--- src/rtl/usb_rx_pkg.sv ---
// Shared types and limits for the USB full-speed NRZI receive front end.
package usb_rx_pkg;

  typedef enum logic [1:0] {
    LINE_SE0 = 2'b00,
    LINE_K   = 2'b01,
    LINE_J   = 2'b10,
    LINE_SE1 = 2'b11
  } line_t;

  typedef enum logic [2:0] {
    ST_IDLE  = 3'd0,
    ST_SYNC  = 3'd1,
    ST_DATA  = 3'd2,
    ST_EOP1  = 3'd3,
    ST_EOP2  = 3'd4,
    ST_ABORT = 3'd5
  } rx_state_t;

  localparam int STUFF_LIMIT  = 6;
  localparam int MAX_PKT_BITS = 99;

  // SYNC is K J K J K J K K: alternating, except the closing K K.
  function automatic line_t sync_expect(input logic [2:0] idx);
    if (idx == 3'd7 || !idx[0]) return LINE_K;
    return LINE_J;
  endfunction

endpackage

--- src/rtl/nrzi_bit_dec.sv ---
// NRZI decoder with bit-stuffing detection; previous line level and run of ones.
module nrzi_bit_dec
  import usb_rx_pkg::*;
(
  input  logic  clk,
  input  logic  rst,
  input  logic  init,
  input  logic  sample,
  input  line_t level,
  output logic  dec_bit,
  output logic  stuffed,
  output logic  stuff_err
);

  localparam logic [2:0] LIMIT = 3'(STUFF_LIMIT);

  line_t      prev_reg;
  logic [2:0] ones_reg;

  // No transition on the line means a 1.
  assign dec_bit   = (level == prev_reg);
  assign stuffed   = (ones_reg == LIMIT) && !dec_bit;
  assign stuff_err = (ones_reg == LIMIT) && dec_bit;

  always_ff @(posedge clk) begin
    if (rst) begin
      prev_reg <= LINE_SE0;
      ones_reg <= 3'd0;
    end else if (init) begin
      prev_reg <= LINE_K;
      ones_reg <= 3'd0;
    end else if (sample) begin
      prev_reg <= level;
      ones_reg <= (dec_bit && !stuff_err) ? ones_reg + 3'd1 : 3'd0;
    end
  end

endmodule

--- src/rtl/nrzi_unstuff_rx.sv ---
// USB receive path: SYNC detect, NRZI decode, unstuff, EOP/abort framing.
module nrzi_unstuff_rx
  import usb_rx_pkg::*;
(
  input  logic clk,
  input  logic rst,
  input  logic dp,
  input  logic dm,
  input  logic readyIn,
  output logic bitOut,
  output logic bitOutAvail,
  output logic done,
  output logic rxErr,
  output logic rxActive
);

  localparam logic [6:0] MAX_BITS = 7'(MAX_PKT_BITS);

  line_t      line;
  rx_state_t  state_reg, state_next;
  logic [2:0] sync_idx_reg, sync_idx_next;
  logic [6:0] bit_cnt_reg, bit_cnt_next;
  logic       bit_out_reg, bit_out_next;
  logic       avail_reg, avail_next;
  logic       done_reg, done_next;
  logic       err_reg, err_next;
  logic       active_reg;
  logic       dec_init, dec_sample, dec_bit, stuffed, stuff_err;

  assign line = line_t'({dp, dm});

  nrzi_bit_dec u_dec (
    .clk       (clk),
    .rst       (rst),
    .init      (dec_init),
    .sample    (dec_sample),
    .level     (line),
    .dec_bit   (dec_bit),
    .stuffed   (stuffed),
    .stuff_err (stuff_err)
  );

  always_comb begin
    state_next    = state_reg;
    sync_idx_next = sync_idx_reg;
    bit_cnt_next  = bit_cnt_reg;
    bit_out_next  = bit_out_reg;
    avail_next    = 1'b0;
    done_next     = 1'b0;
    err_next      = 1'b0;
    dec_init      = 1'b0;
    dec_sample    = 1'b0;
    case (state_reg)
      ST_IDLE: begin
        if (line == LINE_K) begin
          state_next    = ST_SYNC;
          sync_idx_next = 3'd1;
        end
      end
      ST_SYNC: begin
        if (line != sync_expect(sync_idx_reg)) begin
          state_next = ST_IDLE;
        end else if (sync_idx_reg == 3'd7) begin
          state_next   = ST_DATA;
          dec_init     = 1'b1;
          bit_cnt_next = 7'd0;
        end else begin
          sync_idx_next = sync_idx_reg + 3'd1;
        end
      end
      ST_DATA: begin
        case (line)
          LINE_J, LINE_K: begin
            dec_sample = 1'b1;
            // Stuffed zeros update the decoder but are never counted or emitted.
            if (stuff_err || (!stuffed && (bit_cnt_reg == MAX_BITS || !readyIn))) begin
              state_next = ST_ABORT;
              done_next  = 1'b1;
              err_next   = 1'b1;
            end else if (!stuffed) begin
              bit_out_next = dec_bit;
              avail_next   = 1'b1;
              bit_cnt_next = bit_cnt_reg + 7'd1;
            end
          end
          LINE_SE0: state_next = ST_EOP1;
          default: begin
            state_next = ST_ABORT;
            done_next  = 1'b1;
            err_next   = 1'b1;
          end
        endcase
      end
      ST_EOP1: begin
        if (line == LINE_SE0) begin
          state_next = ST_EOP2;
        end else begin
          state_next = ST_ABORT;
          done_next  = 1'b1;
          err_next   = 1'b1;
        end
      end
      ST_EOP2: begin
        if (line == LINE_J) begin
          state_next = ST_IDLE;
          done_next  = 1'b1;
        end else begin
          state_next = ST_ABORT;
          done_next  = 1'b1;
          err_next   = 1'b1;
        end
      end
      ST_ABORT: begin
        if (line == LINE_J) state_next = ST_IDLE;
      end
      default: state_next = ST_IDLE;
    endcase
  end

  always_ff @(posedge clk) begin
    if (rst) begin
      state_reg    <= ST_IDLE;
      sync_idx_reg <= 3'd0;
      bit_cnt_reg  <= 7'd0;
      bit_out_reg  <= 1'b0;
      avail_reg    <= 1'b0;
      done_reg     <= 1'b0;
      err_reg      <= 1'b0;
      active_reg   <= 1'b0;
    end else begin
      state_reg    <= state_next;
      sync_idx_reg <= sync_idx_next;
      bit_cnt_reg  <= bit_cnt_next;
      bit_out_reg  <= bit_out_next;
      avail_reg    <= avail_next;
      done_reg     <= done_next;
      err_reg      <= err_next;
      active_reg   <= (state_next == ST_DATA) || (state_next == ST_EOP1) ||
                      (state_next == ST_EOP2);
    end
  end

  assign bitOut      = bit_out_reg;
  assign bitOutAvail = avail_reg;
  assign done        = done_reg;
  assign rxErr       = err_reg;
  assign rxActive    = active_reg;

endmodule

--- config.mk ---
export PLATFORM = sky130hd
export DESIGN_NAME = nrzi_unstuff_rx
export DESIGN_NICKNAME = d
export VERILOG_FILES = /design/src/rtl/usb_rx_pkg.sv /design/src/rtl/nrzi_bit_dec.sv /design/src/rtl/nrzi_unstuff_rx.sv
export SDC_FILE = /design/constraint.sdc
export NUM_CORES = 1
export LEC_CHECK = 0
export ABC_AREA = 1
export CORE_ASPECT_RATIO = 1.75
export CORE_MARGIN = 3
export CORE_UTILIZATION = 47
export DETAILED_ROUTE_END_ITERATION = 10
export HOLD_SLACK_MARGIN = 0.1
export PLACE_DENSITY = 0.7
export SLEW_MARGIN = 20
export SYNTH_ARGS = -nofsm -noshare
export SYNTH_HDL_FRONTEND = slang
export SYNTH_HIERARCHICAL = 1
export SYNTH_SLANG_ARGS = --single-unit
--- constraint.sdc ---
create_clock -name clk -period 1.5 [get_ports clk]
set_input_delay 0.3 -clock clk [delete_from_list [all_inputs] [get_ports clk]]
set_output_delay 0.3 -clock clk [all_outputs]
set_load 0.01 [all_outputs]
==> results of run 1 <==
==> per-layer routing <==
metal	vias to the layer above	global-route usage	routed length (microns)
met5	-	0	0
met4	0	0.105	106
met3	11	0.0352	74
met2	20	0.360	1930
met1	634	0.193	1210
li1	702	-	-
==> logic make-up after synthesis <==
kind of cell    count (synthesis)  share of synthesized area
simple gates                   97                      0.316
buf+inv                        33                     0.0966
compound gates                 28                      0.121
fa+ha+maj                       9                     0.0828
xor+xnor                        7                     0.0451
flops                          23                      0.339
==> timing repair <==
action / CTS / global route
resized for setup: 17 / 31
pin swaps: 3 / 10
buffers inserted: 1 / 2
setup endpoints to repair: 23 / 23
==> power by group through the flow <==
stage               sequential (mW)  combinational, mW  clock, mW
floorplan                     0.633             0.0673          0
global placement              0.632              0.119          0
detailed placement            0.632              0.122          0
CTS                           0.618              0.123      0.402
global route                  0.618              0.159      0.422
finish                        0.617              0.144      0.384
==> cells in the final DEF (no fill, tap or decap), types with 2 or more instances in the layout <==
cell,count
a21oi_1,11
a21oi_2,6
a22oi_1,2
buf_4,24
buf_6,2
clkbuf_8,3
clkdlybuf4s50_1,7
dfxtp_1,18
dfxtp_2,5
ha_1,6
ha_4,2
inv_1,22
inv_2,6
inv_4,2
nand2_1,30
nand2_2,11
nand2_4,2
nand3_1,12
nand3_2,2
nand4_1,5
nor2_1,24
nor2_2,3
nor2_4,2
o21ai_2,3
o21ai_4,2
xnor2_1,3
xor2_1,4
==> critical path, cell delays in order (launching register included) <==
cell	delay (ns)
dfxtp_2	0.36
ha_4	0.14
ha_4	0.14
nor2_4	0.04
buf_4	0.13
o21ai_4	0.16
nand3_4	0.12
o21ai_4	0.14
nand2_4	0.13
nand2_1	0.10
a21oi_1	0.06
==> worst paths after layout <==
check	slack, ns	to
worst max-delay path	-0.14	bit_cnt_reg[3]
worst max register to register	-0.14	bit_cnt_reg[3]
worst min-delay path	0.41	u_dec/prev_reg[0]
worst min register to register	0.48	bitOut
==> cell type report <==
type                            count  area (sq um)  share of cell area
Clock buffer                        4          45.0              0.0240
Inverter                           30           118              0.0628
Multi-Input combinational cell    141           922               0.492
Sequential cell                    23           467               0.249
Tap cell                           27          33.8              0.0180
Timing Repair Buffer               35           288               0.154
==> stage by stage <==
step / hold slack, ns / worst slack, ns / power, mW / std cells
2_1_floorplan: 0.369 / -0.0151 / 0.700 / 197
3_3_place_gp: 0.452 / -0.532 / 0.751 / 253
3_5_place_dp: 0.461 / -0.590 / 0.754 / 253
4_1_cts: 0.466 / -0.124 / 1.14 / 258
5_1_grt: 0.427 / -0.232 / 1.20 / 260
6_report: 0.407 / -0.141 / 1.14 / 260
==> flow_metrics.env, run 1 <==
export IMPL_run_status="finished with violations"
export IMPL_violations="setup timing"
export IMPL_largest_register_ffs=7
export IMPL_dieArea_sq_mm=0.00360
export IMPL_drc=0
export IMPL_cts_tree="yes"
export IMPL_drt_pass1_iter_count=4
export IMPL_drv_slew=0
export IMPL_syn_num_nets=211
export IMPL_drive_gt1_frac=0.348
export IMPL_fmax_mhz=609
export IMPL_min_from="dm"
export IMPL_gp_congestion=0.879
export IMPL_synth_avg_cell_area_sq_um=6.90
export IMPL_placed_cell_area_sq_mm=0.00169
export IMPL_seq_power_share=0.539
export IMPL_yosysMostFrequentCell="nand2_1"
export IMPL_cts_buffers=3
export IMPL_clockPowerShare=0.335
export IMPL_postLayoutCoreUtil=0.688
export IMPL_synth_seq_cells=23
export IMPL_path_clk_slew_ns=0.08
export IMPL_grt_pass1_vias=1416
export IMPL_initial_utilization=0.500
export IMPL_routedWlPerCell_microns=12.8
export IMPL_finalCritPeriodShare=1.09
export IMPL_synth_top_cells_by_area="dfxtp_1 (34%), nand2_1 (11%), ha_1 (8.3%), nor2_1 (8.0%), inv_1 (7.2%)"
export IMPL_antenna_cells=0
export IMPL_die_w_microns=46.7
export IMPL_fin_worst_skew_ns=0.00219
export IMPL_totalWireLength_mm=3.32
export IMPL_io_pins=10
export IMPL_overflow=0
export IMPL_yosys_warnings=6
export IMPL_cts_sinks=23
export IMPL_internal_power_uw=865
export IMPL_reg2reg_depth=10
export IMPL_power_switching_uw=280
export IMPL_root_buffer="clkbuf_8"
export IMPL_synthToLayoutAreaGrowth_pct=37.7
export IMPL_n_fill_cell=228
export IMPL_clockBufferDepth=2
export IMPL_synthTopCellsByCount="nand2_1 (40), nor2_1 (29), inv_1 (26)"
export IMPL_holdPathStages=3
export IMPL_synthArstFlopShare=0
export IMPL_synth_top_cell_area_share=0.339
export IMPL_worst_r2r_startpoint="sync_idx_reg[1]"
export IMPL_die_h_microns=77.2
export IMPL_ys_seq_area_frac=0.339
export IMPL_fin_crit_ns=1.64
export IMPL_grt_max_degree=13
export IMPL_clk_latency_ns=0.26
export IMPL_ys_types=26
export IMPL_hold_class="in2reg"
export IMPL_track_usage=0.198
export IMPL_rsz0062_at_grt="true"
export IMPL_rows=25
export IMPL_tns_ns=-1.48
export IMPL_synth_edf_count=0
export IMPL_crit_fanout=8
export IMPL_critPathLaunch="sync_idx_reg[1]"
export IMPL_drv_cap=0
export IMPL_switching_share=0.245
export IMPL_pwr_share_comb=0.125
export IMPL_antenna_left=0
export IMPL_vias=1367
export IMPL_cts_htree_levels=1
export IMPL_arrival_ns=1.80
export IMPL_worstSetupPathType="reg2reg"
export IMPL_slew_headroom=0.813
export IMPL_hpwlAfterDp_mm=2.47
export IMPL_grt_first_pass_wirelength_mm=5.41
export IMPL_finalInstanceArea_sq_mm=0.00187
export IMPL_drt_iter0_drc=27
export IMPL_synthFlopType="dfxtp_1"
export IMPL_setup_violations=17
export IMPL_cp_required_ns=1.66
export IMPL_power_density_mw_per_mm2=611
export IMPL_synth_top_cell_by_area="dfxtp_1"
export IMPL_worst_pin_slew_ns=0.279
export IMPL_antenna_found_initial=0
export IMPL_fin_nets=248
export IMPL_peakVddDrop_mv=0.491
export IMPL_final_setup_worst_slack_ns=-0.141
export IMPL_drt_vias_per_instance=5.26
export IMPL_portBuffers=9
export IMPL_leakagePower_nw=0.801
export IMPL_critPathLaunchType="register"
export IMPL_hold_viol=0
export IMPL_hold_buffers=0
export IMPL_syn_area_sq_mm=0.00136
export IMPL_worstSetupEndpointType="register"
export IMPL_core_sq_mm=0.00272
export IMPL_syn_inst=197
Power figures use the tool's default switching activity.
==> run 2, diff against run 1 <==
CAP_MARGIN = 10   (was not set)
SKIP_CTS_REPAIR_TIMING = 1   (was not set)
==> run 2 against run 1 <==
The run still ends with setup timing left. Non-clock buffer count unchanged. Register-to-register slack about the same. Sequential power about the same. Clock skew down 0.00080 ns. Cell area up 0.73%. Routed wire length about the same. Global-route usage down 0.57 points. Count of clock-buffer cells in the layout unchanged. Critical path depth unchanged. Sequential cell count unchanged. Clock power about the same. Critical path type unchanged. Largest power group unchanged.
==> flow_metrics.env, run 2 (synthesis results as in run 1) <==
export IMPL_overflow=0
export IMPL_cp_required_ns=1.66
export IMPL_slowest_stage="dfxtp_2"
export IMPL_totalWireLength_mm=3.32
export IMPL_gp_congestion=0.879
export IMPL_dieArea_sq_mm=0.00360
export IMPL_crit_fanout=8
export IMPL_power_density_mw_per_mm2=609
export IMPL_power_switching_uw=282
export IMPL_synthToLayoutAreaGrowth_pct=38.7
export IMPL_root_buffer="clkbuf_8"
export IMPL_antenna_found_initial=0
export IMPL_drt_vias_per_instance=5.27
export IMPL_worst_pin_slew_ns=0.283
export IMPL_violations="setup timing"
export IMPL_internal_power_uw=867
export IMPL_hpwlAfterDp_mm=2.47
export IMPL_largest_register_ffs=7
export IMPL_cts_htree_levels=1
export IMPL_layout_common_cells="nor2_1 (27), nand2_1 (23), buf_4 (23)"
export IMPL_layout_cells_most_common="nor2_1"
export IMPL_critPathLaunchType="register"
export IMPL_switching_share=0.245
export IMPL_fin_nets=248
export IMPL_setup_violations=16
export IMPL_leakagePower_nw=0.819
export IMPL_pwr_share_comb=0.126
export IMPL_antenna_cells=0
export IMPL_clockBufferDepth=2
export IMPL_run_status="finished with violations"
export IMPL_worstSetupPathType="reg2reg"
export IMPL_crit_chain="ha_4 > ha_4 > nor2_4 > buf_6 > o21ai_4 > nand3_4 > o21ai_4 > nand2_4 > nand2_2 > a21oi_1"
export IMPL_grt_first_pass_wirelength_mm=5.28
export IMPL_clockPowerShare=0.337
export IMPL_peakVddDrop_mv=0.496
export IMPL_path_delay_family="simple AND/OR/NAND/NOR gates"
export IMPL_grt_pass1_vias=1386
export IMPL_final_setup_worst_slack_ns=-0.150
export IMPL_seq_power_share=0.538
export IMPL_cts_tree="yes"
export IMPL_arrival_ns=1.81
export IMPL_drive_gt1_frac=0.361
export IMPL_portBuffers=9
export IMPL_grt_max_degree=13
export IMPL_routedWlPerCell_microns=12.8
export IMPL_fin_crit_ns=1.65
export IMPL_initial_utilization=0.500
export IMPL_drc=0
export IMPL_slowest_delay_ns=0.36
export IMPL_power_mw=1.15
export IMPL_drv_slew=0
export IMPL_clk_latency_ns=0.26
export IMPL_io_pins=10
export IMPL_fin_worst_skew_ns=0.00139
export IMPL_cts_sinks=23
export IMPL_finalCritPeriodShare=1.10
export IMPL_cts_buffers=3
export IMPL_hold_viol=0
export IMPL_fmax_mhz=606
export IMPL_core_sq_mm=0.00272
export IMPL_slew_headroom=0.810
export IMPL_crit_buf_inv=1
export IMPL_path_clk_slew_ns=0.08
export IMPL_rsz0062_at_grt="true"
export IMPL_worstSetupEndpointType="register"
export IMPL_hold_class="in2reg"
export IMPL_tns_ns=-1.55
export IMPL_antenna_left=0
export IMPL_finalHoldWorstSlack_ns=0.361
export IMPL_die_h_microns=77.2
export IMPL_post_place_ws_ns=-0.590
export IMPL_rows=25
export IMPL_drt_pass1_iter_count=4
export IMPL_vias=1371
export IMPL_die_w_microns=46.7
export IMPL_track_usage=0.193
export IMPL_drv_cap=0
export IMPL_drt_iter0_drc=18
run 2: cell type report:
class	count	area [sq um]
clock buffers	4	45.0
fillers	226	835
inverters	30	118
multi-input cells	141	920
flip-flops and latches	23	469
well taps	27	33.8
repair buffers	35	302
run 2: routing by layer:
layer	wire length (microns)	GRT usage	up-vias
met2	1960	0.348	14
met1	1210	0.190	645
met4	87	0.102	0
met5	0	0	-
met3	58	0.0329	9
li1	-	-	703
run 2: through the flow:
stage	util	instance area, sq um	cells
2_1_floorplan	-	1410	197
3_3_place_gp	0.620	1690	253
3_5_place_dp	0.620	1690	253
4_1_cts	0.636	1730	257
5_1_grt	0.693	1890	260
6_report	0.693	1890	260
run 2: final timing paths:
kind	startpoint	end	slack, ns	cells past startpoint
min	dp	u_dec/prev_reg[1]	0.36	3
min reg2reg	bitOut	bitOut	0.47	2
max reg2reg	sync_idx_reg[0]	bit_cnt_reg[3]	-0.15	10
max	sync_idx_reg[0]	bit_cnt_reg[3]	-0.15	10
run 2: worst reg2reg max path: stages (launching register included):
cell	delay, ns
dfxtp_2	0.36
ha_4	0.14
ha_4	0.14
nor2_4	0.04
buf_6	0.11
o21ai_4	0.18
nand3_4	0.12
o21ai_4	0.14
nand2_4	0.15
nand2_2	0.09
a21oi_1	0.06
run 2: power by group through the flow:
stage          registers [mW]  logic, mW  clock network [mW]
2_1_floorplan           0.633     0.0673                   0
3_3_place_gp            0.632      0.119                   0
3_5_place_dp            0.632      0.122                   0
4_1_cts                 0.618      0.123               0.402
5_1_grt                 0.618      0.160               0.418
6_report                0.618      0.144               0.387
==> run 3, diff against run 2 <==
SLEW_MARGIN = not set   (was 20)
==> results of run 3 <==
The final DEF is identical to that of run 2; final timing and power are the same.
